===== src/rtl/bnn_infer_seq.sv =====
// Frame sequencer for a binary neural network: collects an image over UART, launches one
// XNOR/popcount evaluation per output neuron, and reports the arg-max class as an ASCII digit.
module bnn_infer_seq #(
    parameter int N_BYTES   = 8,
    parameter int N_CLASSES = 10,
    parameter int SCORE_W   = 7,
    parameter int TIMEOUT   = 1000
) (
    input  logic                   clk,
    input  logic                   rst,
    input  logic [7:0]             rx_data,
    input  logic                   rx_valid,
    output logic                   uart_cts,
    output logic [8*N_BYTES-1:0]   image,
    output logic                   mac_start,
    output logic [3:0]             mac_idx,
    input  logic                   mac_done,
    input  logic [SCORE_W-1:0]     mac_score,
    output logic [7:0]             tx_data,
    output logic                   tx_valid,
    input  logic                   tx_ready,
    output logic                   overrun,
    output logic                   busy
);

    localparam int BCNT_W = (N_BYTES > 1) ? $clog2(N_BYTES) : 1;
    localparam int TCNT_W = $clog2(TIMEOUT + 1);

    typedef enum logic [2:0] {
        IDLE,
        LOAD,
        MAC_REQ,
        MAC_WAIT,
        SEND
    } state_t;

    state_t              state;
    logic [BCNT_W-1:0]   byte_cnt;
    logic [TCNT_W-1:0]   idle_cnt;
    logic [SCORE_W-1:0]  best_score;
    logic [3:0]          best_idx;
    logic                take_new;
    logic [3:0]          win_idx;

    // Winner including the score arriving this cycle; strict compare keeps the lower index on ties.
    always_comb begin
        take_new = (mac_idx == 4'd0) || (mac_score > best_score);
        win_idx  = take_new ? mac_idx : best_idx;
    end

    always_ff @(posedge clk) begin
        if (rst) begin
            state      <= IDLE;
            uart_cts   <= 1'b1;
            busy       <= 1'b0;
            mac_start  <= 1'b0;
            mac_idx    <= '0;
            tx_valid   <= 1'b0;
            tx_data    <= '0;
            overrun    <= 1'b0;
            image      <= '0;
            byte_cnt   <= '0;
            idle_cnt   <= '0;
            best_score <= '0;
            best_idx   <= '0;
        end else begin
            if (rx_valid && !uart_cts)
                overrun <= 1'b1;

            case (state)
                IDLE: begin
                    if (rx_valid && rx_data == 8'hA5) begin
                        state    <= LOAD;
                        busy     <= 1'b1;
                        byte_cnt <= '0;
                        idle_cnt <= '0;
                        overrun  <= 1'b0;
                    end
                end

                LOAD: begin
                    if (rx_valid) begin
                        image[8*byte_cnt +: 8] <= rx_data;
                        idle_cnt <= '0;
                        if (byte_cnt == BCNT_W'(N_BYTES - 1)) begin
                            state     <= MAC_REQ;
                            uart_cts  <= 1'b0;
                            mac_start <= 1'b1;
                            mac_idx   <= '0;
                            byte_cnt  <= '0;
                        end else begin
                            byte_cnt <= byte_cnt + 1'b1;
                        end
                    end else if (idle_cnt == TCNT_W'(TIMEOUT - 1)) begin
                        state    <= IDLE;
                        busy     <= 1'b0;
                        idle_cnt <= '0;
                    end else begin
                        idle_cnt <= idle_cnt + 1'b1;
                    end
                end

                MAC_REQ: begin
                    mac_start <= 1'b0;
                    state     <= MAC_WAIT;
                end

                MAC_WAIT: begin
                    if (mac_done) begin
                        if (take_new)
                            best_score <= mac_score;
                        best_idx <= win_idx;
                        if (mac_idx == 4'(N_CLASSES - 1)) begin
                            state    <= SEND;
                            tx_valid <= 1'b1;
                            tx_data  <= 8'h30 + {4'h0, win_idx};
                        end else begin
                            mac_idx   <= mac_idx + 1'b1;
                            mac_start <= 1'b1;
                            state     <= MAC_REQ;
                        end
                    end
                end

                SEND: begin
                    if (tx_ready) begin
                        state    <= IDLE;
                        tx_valid <= 1'b0;
                        busy     <= 1'b0;
                        uart_cts <= 1'b1;
                    end
                end

                default: begin
                    state    <= IDLE;
                    busy     <= 1'b0;
                    uart_cts <= 1'b1;
                    tx_valid <= 1'b0;
                end
            endcase
        end
    end

endmodule


===== config.mk =====
export PLATFORM = sky130hd
export DESIGN_NAME = bnn_infer_seq
export DESIGN_NICKNAME = d
export VERILOG_FILES = /design/src/rtl/bnn_infer_seq.sv
export SDC_FILE = /design/constraint.sdc
export NUM_CORES = 1
export LEC_CHECK = 0
export CAP_MARGIN = 20
export CORE_ASPECT_RATIO = 1.75
export CORE_UTILIZATION = 43
export CTS_BUF_LIST = sky130_fd_sc_hd__clkbuf_4
export CTS_CLUSTER_DIAMETER = 200
export DETAILED_ROUTE_END_ITERATION = 10
export HOLD_SLACK_MARGIN = 0.15
export PLACE_DENSITY = 0.7
export SLEW_MARGIN = 20
export SYNTH_ARGS = -nofsm -noshare
export SYNTH_HDL_FRONTEND = slang
export SYNTH_SLANG_ARGS = --single-unit

===== constraint.sdc =====
create_clock -name clk -period 4.1 [get_ports clk]
set_input_delay 0.41 -clock clk [delete_from_list [all_inputs] [get_ports clk]]
set_output_delay 0.41 -clock clk [all_outputs]
set_load 0.01 [all_outputs]

## Word-level counts from Yosys, hierarchy flattened

Cells that the tools add are included.

- Bits in writable memories: 0
- Bits of input ports: 20
- Output and inout port bits: 81
- ROM bits: 0
- Flip-flop bits (word level): 108
- Memories kept: 0
- Logic and storage cells: 110
- Bits in latches: 0

- Divide/modulo/power cells: 0
- Order comparisons: 1
- Bitwise operators: 3
- Shift operators: 2
- Add/subtract/negate cells: 5
- $mul: 0
- Mux-type cells: 43
- Equal/unequal tests: 19
- Reduce and logical (&&, ||, !) cells: 24

Operators with widths:

| cell | count |
|---|---|
| $bwmux 64 | 1 |
| $shift 8x34->64 const A | 1 |
| $shiftx 8x34->64 | 1 |
| $neg 6->34 | 1 |
| $mux 10 | 3 |
| $mux 3 | 10 |
| $mux 4 | 5 |
| $pmux 10 s2 | 1 |
| $reduce_and 5->1 | 4 |
| $ne 2x2->1 const B | 9 |
| $mux 1 | 16 |
| $pmux 3 s5 | 1 |
| $add 10x1->10 const B | 1 |
| $eq 10x10->1 const B | 1 |
| $pmux 1 s3 | 3 |
| $reduce_and 3->1 | 3 |
| $eq 8x8->1 const B | 1 |
| $pmux 4 s2 | 1 |
| $reduce_and 4->1 | 2 |
| $add 6x4->7 const A | 1 |
| $gt 7x7->1 | 1 |
| $eq 3x2->1 const B | 2 |
| $eq 3x3->1 const B | 2 |
| $ne 3x3->1 const B | 2 |
| 17 further kinds | 24 |

## Logic depth before layout (Yosys ltp)

Gate-level depths: netlist of the first run.

- Depth after elaboration: 5
- Mapped depth: 12
- Depth with buffers taken out: 8

## Worst setup path after synthesis of the first run

Ideal clock, no wire load.

- Kind: register to register
- Start: reg byte_cnt[0]
- End: reg image[0]
- Data arrival time: 2.462 ns
- Required time: 3.972 ns
- Clock period less this slack: 2.590 ns
- Library setup time: 0.128 ns
- Buffers on the path: 3
- Path slack: 1.510 ns
- Stages on the path, launching flop included: 12
- Path through: dfxtp_1 clkbuf_1 inv_1 ha_1 ha_1 clkbuf_1 or2_2 clkbuf_1 nor3_1 nand4_1 mux2i_1 nor2_1

- Word-level cells in the longest chain between the ends: 3
- Elaborated cells on any way between the ends: 4
- Classes of those cells: add/sub (1); shift (2); mux (1)

Ends and longest elaborated chain:

| item | RTL line | source |
|---|---|---|
| start: declaration | 38 | `logic [BCNT_W-1:0] byte_cnt;` |
| start signal: assignment | 92 | `byte_cnt <= byte_cnt + 1'b1;` |
| $neg 6->34 (*) | 83 | `image[8*byte_cnt +: 8] <= rx_data;` |
| $shiftx 8x34->64 / $shift 8x34->64 (equally long branches) | 83 |  |
| $bwmux 64 (*) | 83 |  |
| end signal: indexed assignment | 83 |  |
| end: declaration | 14 | `output logic [8*N_BYTES-1:0] image,` |

Mark *: on every way between the ends. The rest lies on a longest branch, timed or not.
A chain may end at the register's enable or synchronous reset.

## Worst setup path after layout of the first run

- Start: reg byte_cnt[0]
- End: reg image[3]

Same word-level chain as after synthesis.

==> results of run 1 <==
==> layer usage <==
metal	track usage (%)	share of wire [%]	up-vias
met5	0	0	-
met4	9.02	2.7	0
met3	4.26	4.4	26
met2	37.4	51	114
met1	24.6	42	1972
li1	-	-	2100
==> path summary, 6_finish.rpt <==
| path | startpoint | to | slack (ps) | depth (start not counted) |
|---|---|---|---|---|
| hold / removal | image[17]$_SDFFE_PP0P_ | image[17]$_SDFFE_PP0P_ | 460 | 2 |
| setup reg to reg | byte_cnt[0]$_SDFFE_PP0P_ | image[3]$_SDFFE_PP0P_ | 1100 | 8 |
| setup / recovery | byte_cnt[0]$_SDFFE_PP0P_ | image[3]$_SDFFE_PP0P_ | 1100 | 8 |
| hold reg to reg | image[17]$_SDFFE_PP0P_ | image[17]$_SDFFE_PP0P_ | 460 | 2 |
==> final cells by class <==
class / count / area share, %
clock buffer: 9 / 1.17
tap: 127 / 2.74
clock inverter: 7 / 1.04
inverter: 14 / 0.908
sequential: 105 / 36.3
multi-input combinational: 404 / 40.3
timing repair buffer: 103 / 17.5
antenna: 1 / 0.0432
==> cells by family after synthesis <==
| group | count (synthesis) | synth area share, % |
|---|---|---|
| compound gates | 119 | 14.2 |
| fa+ha+maj | 15 | 4.04 |
| buf+inv | 52 | 4.66 |
| flops | 105 | 45.2 |
| mux | 24 | 5.17 |
| other cells | 1 | 0.0807 |
| simple gates | 244 | 26.6 |
==> flip-flops by register name, summed over array words and instances (netlist names) <==
| signal | flops |
|---|---|
| image | 64 |
| idle_cnt | 10 |
| best_score | 7 |
| tx_data | 5 |
| best_idx | 4 |
| mac_idx | 4 |
| byte_cnt | 3 |
| state | 3 |
| busy | 1 |
| mac_start | 1 |
| overrun | 1 |
| tx_valid | 1 |
| uart_cts | 1 |
==> worst max-delay path: stages, from the launching register on <==
cell,delay [ps]
dfxtp_1,680
inv_1,140
ha_1,240
ha_1,400
or2_2,380
nor3_1,150
nand4_1,510
mux2i_1,350
nor2_1,60
==> layout by cell type (no fill, tap or decap), types with 15 or more instances in the layout <==
| cell | netlist | final |
|---|---|---|
| a21oi_1 | 72 | 72 |
| clkdlybuf4s50_1 | 0 | 97 |
| dfxtp_1 | 105 | 105 |
| ha_1 | 15 | 15 |
| mux2i_1 | 24 | 24 |
| nand2_1 | 39 | 39 |
| nand2b_1 | 16 | 16 |
| nand3_1 | 25 | 25 |
| nor2_1 | 92 | 92 |
| nor3_1 | 24 | 24 |
| o21ai_0 | 23 | 23 |
==> power groups by stage <==
stage	clock network [mW]	registers [mW]	logic, mW
floorplan	0	1.05	0.0724
global placement	0	1.05	0.115
detailed placement	0	1.05	0.116
CTS	0.516	1.03	0.116
global route	0.559	1.03	0.127
finish	0.503	1.03	0.117
==> metrics by stage <==
| step | hold WS, ps | utilization, % | setup slack (ps) | total power [mW] | area (µm²) |
|---|---|---|---|---|---|
| global route | 470 | 55.5 | 806 | 1.72 | 5790 |
| global placement | 439 | 54.2 | 1190 | 1.17 | 5650 |
| detailed placement | 444 | 54.3 | 1090 | 1.17 | 5660 |
| finish | 462 | 55.5 | 1100 | 1.65 | 5790 |
| floorplan | 448 | - | 1510 | 1.12 | 4650 |
| CTS | 452 | 55.5 | 1080 | 1.66 | 5790 |
==> qor.yml, run 1 <==
clock_tree:
  cts_buffers: 9
  cts_setup_buffers: 0
  clock_latency_ps: 450
  cts_resized: 0
  clkTransAtPathRegs_ps: 180
  root_buffer: "clkbuf_4"
  clk_path_buf_depth: 2
  cts_max_level: 3
  postCtsHoldBufs: 0
  tritoncts: "built"
  cts_num_sinks: 105
critical_path:
  cp-end-kind: "flip-flop"
  startpoint_type: "flip-flop"
  critPathMaxFanout: 17
  crit_type: "flip-flop to flip-flop"
  crit_required_ps: 4460
  cp.arrival_ps: 3360
layout:
  multi_input_area_mm2: 0.00233
  regArea_mm2: 0.00210
  fin_nets: 672
  final_cells: 770
  synthToLayoutAreaGrowth_pct: 24.6
  fill_cells: 1028
  layout-drive-gt1-share_pct: 4.36
route:
  drtIter0Drc: 240
  first_pass_iters: 4
  wl_per_cell_um: 15.1
  vias_per_cell: 5.47
  vias: 4212
  ant_nets: 0
  routed_wl_um: 11600
  drc: 0
placement:
  post-place-cells: 753
  portBuffers: 98
  gp_congestion: 0.781
  place_hpwl_um: 8410
floorplan:
  die_area_mm2: 0.0112
  die_w_um: 80.6
  initial_core_util_pct: 44.6
  core_mm2: 0.0104
  rows: 49
  num_io_pins: 101
  die_y_um: 140
timing:
  rsz0062_at_grt: "no"
  hold_viol: 0
  setup_viol: 0
  drv_slew: 0
  period_share_pct: 73.2
  clock_skew_ps: 21.4
  fin_tns_setup_ps: 0
  max_freq_mhz: 333
  layout_min_cycle_time_ps: 3000
  tightest_slew_ps: 856
  max_slew_margin_pct: 42.6
global_routing:
  antenna_found_initial: 1
  gr-total-overflow: 0
  grt_max_degree: 39
  grt_usage_pct: 21.4
  grt_pass1_vias: 4025
  grt_pass1_wl_um: 18700
power:
  power_density_mw_per_mm2: 285
  pwr-share-comb_pct: 7.1
  p_leak_nw: 2.08
  p_switching_mw: 0.442
  switching_share_pct: 26.8
  p_seq_share_pct: 62.5
  ir_worst_vdd_mv: 0.226
  p_int_mw: 1.21
  p_clk_share_pct: 30.5
synth:
  syn_inst: 560
  yosysMostFrequentCell: "dfxtp_1"
  yosysSeqAreaShare_pct: 45.2
  synth_cell_types: 49
  synth-main-ff-cell: "dfxtp_1"
  synth_async_sr_flop_share_pct: 0
  synth_area_per_cell_um2: 8.30
  synth_top_area_share_pct: 45.2
  netlist_area_mm2: 0.00465
  yosysTopAreaCell: "dfxtp_1"
  synth_edf_count: 0
  synth.area.top_cells: "dfxtp_1 45%, a21oi_1 7.8%, nor2_1 7.4%, mux2i_1 5.2%, ha_1 4.0%"
  yosys_warnings: 0
  ys_ff_latch: 105
  ys_top_cells_by_count: "105 x dfxtp_1, 92 x nor2_1, 72 x a21oi_1"
flow_run:
  drv_cap: 0
worst_hold_path:
  hp-class: "flip-flop to flip-flop"
status:
  status: "complete, no violations"
Note: power is estimated with default switching activity, not from simulation.
==> inputs of run 2 (changes only) <==
Clock period 4.1 ns to 2.8 ns, I/O delays scaled along.
==> run 2 against run 1 <==
- clock skew down 1.1 ps
- die area unchanged
- worst hold slack worse by 120 ps
- first-iteration DRC count up 9.6%
- total power up 46%
- fmax up 23%
- sequential share of layout area down 0.66 points
==> qor.yml, run 2 (same netlist as run 1, synthesis figures left out) <==
route:
  routed_wl_um: 12000  # +3.0%
  drc: 0  # unchanged
  ant_nets: 0  # unchanged
  vias_per_cell: 5.46  # -0.16%
  wl_per_cell_um: 15.2  # +1.0%
  vias: 4287  # +1.8%
  first_pass_iters: 5  # +1
  drtIter0Drc: 263  # +9.6%
flow_run:
  drv_cap: 0  # unchanged
floorplan:
  num_io_pins: 101  # unchanged
  initial_core_util_pct: 44.6  # unchanged
  rows: 49  # unchanged
  die_area_mm2: 0.0112  # unchanged
  die_y_um: 140  # unchanged
  core_mm2: 0.0104  # unchanged
  die_w_um: 80.6  # unchanged
critical_path:
  critPathMaxFanout: 16  # -1
  r2r-end: "mac_idx[3]$_SDFFE_PP0P_"
  reg2reg_depth: 8  # unchanged
  crit_required_ps: 3200  # -1260 ps
  cp-end-kind: "flip-flop"
  r2r_setup_slack_ps: 360  # -740 ps
  cp.arrival_ps: 2850  # -510 ps
  reg2reg_from: "byte_cnt[0]$_SDFFE_PP0P_"
  crit_type: "flip-flop to flip-flop"
  startpoint_type: "flip-flop"
clock_tree:
  clock_latency_ps: 470  # +20 ps
  cts_resized: 0  # unchanged
  cts_setup_buffers: 0  # unchanged
  clkTransAtPathRegs_ps: 170  # about the same
  clk_path_buf_depth: 2  # unchanged
  cts_num_sinks: 105  # unchanged
  tritoncts: "built"
  cts_buffers: 9  # unchanged
  root_buffer: "clkbuf_4"
  cts_max_level: 3  # unchanged
  postCtsHoldBufs: 0  # unchanged
global_routing:
  grt_pass1_wl_um: 19500  # +4.2%
  antenna_found_initial: 1  # unchanged
  grt_pass1_vias: 4085  # +1.5%
  gr-total-overflow: 0  # unchanged
  grt_usage_pct: 22.2  # +0.82 points
  grt_max_degree: 40  # +2.6%
placement:
  post-place-cells: 768  # +2.0%
  placed_cell_area_mm2: 0.00577  # +2.0%
  gp_congestion: 0.799  # +2.3%
  pre_cts_ws_ps: 362  # -725 ps
  place_hpwl_um: 8760  # +4.2%
  portBuffers: 98  # unchanged
timing:
  setup_viol: 0  # unchanged
  max_slew_margin_pct: 48.7  # +6.1 points
  tightest_slew_ps: 770  # -86.1 ps
  hold_viol: 0  # unchanged
  rsz0062_at_grt: "no"
  drv_slew: 0  # unchanged
  fin_hold_ws_ps: 346  # -116 ps
  layout_min_cycle_time_ps: 2440  # -560 ps
  period_share_pct: 87.2  # +14 points
  timing.final.ws_setup_ps: 358  # -740 ps
  fin_tns_setup_ps: 0  # unchanged
  clock_skew_ps: 20.2  # -1.14 ps
  max_freq_mhz: 409  # +23%
layout:
  synthToLayoutAreaGrowth_pct: 26.9
  fin_nets: 687  # +2.2%
  layout-drive-gt1-share_pct: 6.54  # +2.2 points
  design_area_mm2: 0.00590  # +1.9%
  reg_top3: "image x64, idle_cnt x10, best_score x7"
  regMostFlops: "image"
  final_cell_mix: "105 x dfxtp_1, 97 x clkdlybuf4s50_1, 92 x nor2_1, 72 x a21oi_1, 39 x nand2_1"
  layout_commonest_cell: "dfxtp_1"
  largest_reg_flops: 64  # unchanged
  final_cells: 785  # +1.9%
power:
  ir_worst_vdd_mv: 0.320  # +41%
  p_leak_nw: 2.14  # +2.8%
  power_density_mw_per_mm2: 410  # +44%
worst_hold_path:
  min_delay_worst_endpoint: "best_score[2]$_SDFFE_PP0P_"
  min_path_cells: 2  # unchanged
  hp-class: "primary input to flip-flop"
  hold_start: "rst"
status:
  status: "complete, no violations"
-- run 2: cell count changes in the layout (fill, tap and decap cells not counted), sizes merged --
cell / change
buf: +15
inv: -3
clkinv: +1
clkinvlp: +2
-- run 2: cell type report --
cell class,count,area (µm²)
fill,1021,4530
multi-input combinational,404,2330
sequential,105,2100
timing repair buffer,118,1130
tap,127,159
clock buffer,9,67.6
clock inverter,7,55.1
inverter,14,52.6
antenna,1,2.50
-- run 2: worst max path at each step --
stage,start,end,cells after the start
2_1_floorplan,byte_cnt[0]$_SDFFE_PP0P_,image[0]$_SDFFE_PP0P_,11
3_3_place_gp,rx_valid,image[36]$_SDFFE_PP0P_,6
3_5_place_dp,mac_score[6],best_score[2]$_SDFFE_PP0P_,8
4_1_cts,byte_cnt[0]$_SDFFE_PP0P_,mac_idx[3]$_SDFFE_PP0P_,8
5_1_grt,byte_cnt[1]$_SDFFE_PP0P_,image[31]$_SDFFE_PP0P_,8
6_report,byte_cnt[0]$_SDFFE_PP0P_,mac_idx[3]$_SDFFE_PP0P_,8
-- run 2: critical path, stage by stage (launching register included) --
cell and delay, ps:
dfxtp_1 370, buf_4 210, ha_1 170, ha_1 170, and3b_1 200, a31oi_1 50
or3b_1 500, or4b_1 540, a31oi_1 170
-- run 2: where the power goes --
group	switching, mW	internal, mW	total (mW)
clock network	0.533	0.190	0.723
logic	0.109	0.0756	0.185
registers	0.00718	1.50	1.51
total	0.649	1.77	2.42
-- run 2: metrics by stage --
step | power (mW) | utilization, %
4_1_cts | 2.44 | 56.6
2_1_floorplan | 1.64 | -
3_5_place_dp | 1.72 | 55.4
6_report | 2.42 | 56.6
5_1_grt | 2.52 | 56.6
3_3_place_gp | 1.72 | 55.4
-- run 2: metal layers --
layer,GRT usage (%),up-vias,routed length [µm]
met5,0,-,0
met4,7.99,0,184
met3,4.79,17,571
met2,39.4,104,6360
met1,25.3,2034,4850
li1,-,2132,-
==> inputs of run 3 (changes only) <==
Settings changed: CAP_MARGIN 20 to default.
==> results of run 3 <==
Same layout as run 2: the final DEF is identical, and so are final timing and power.
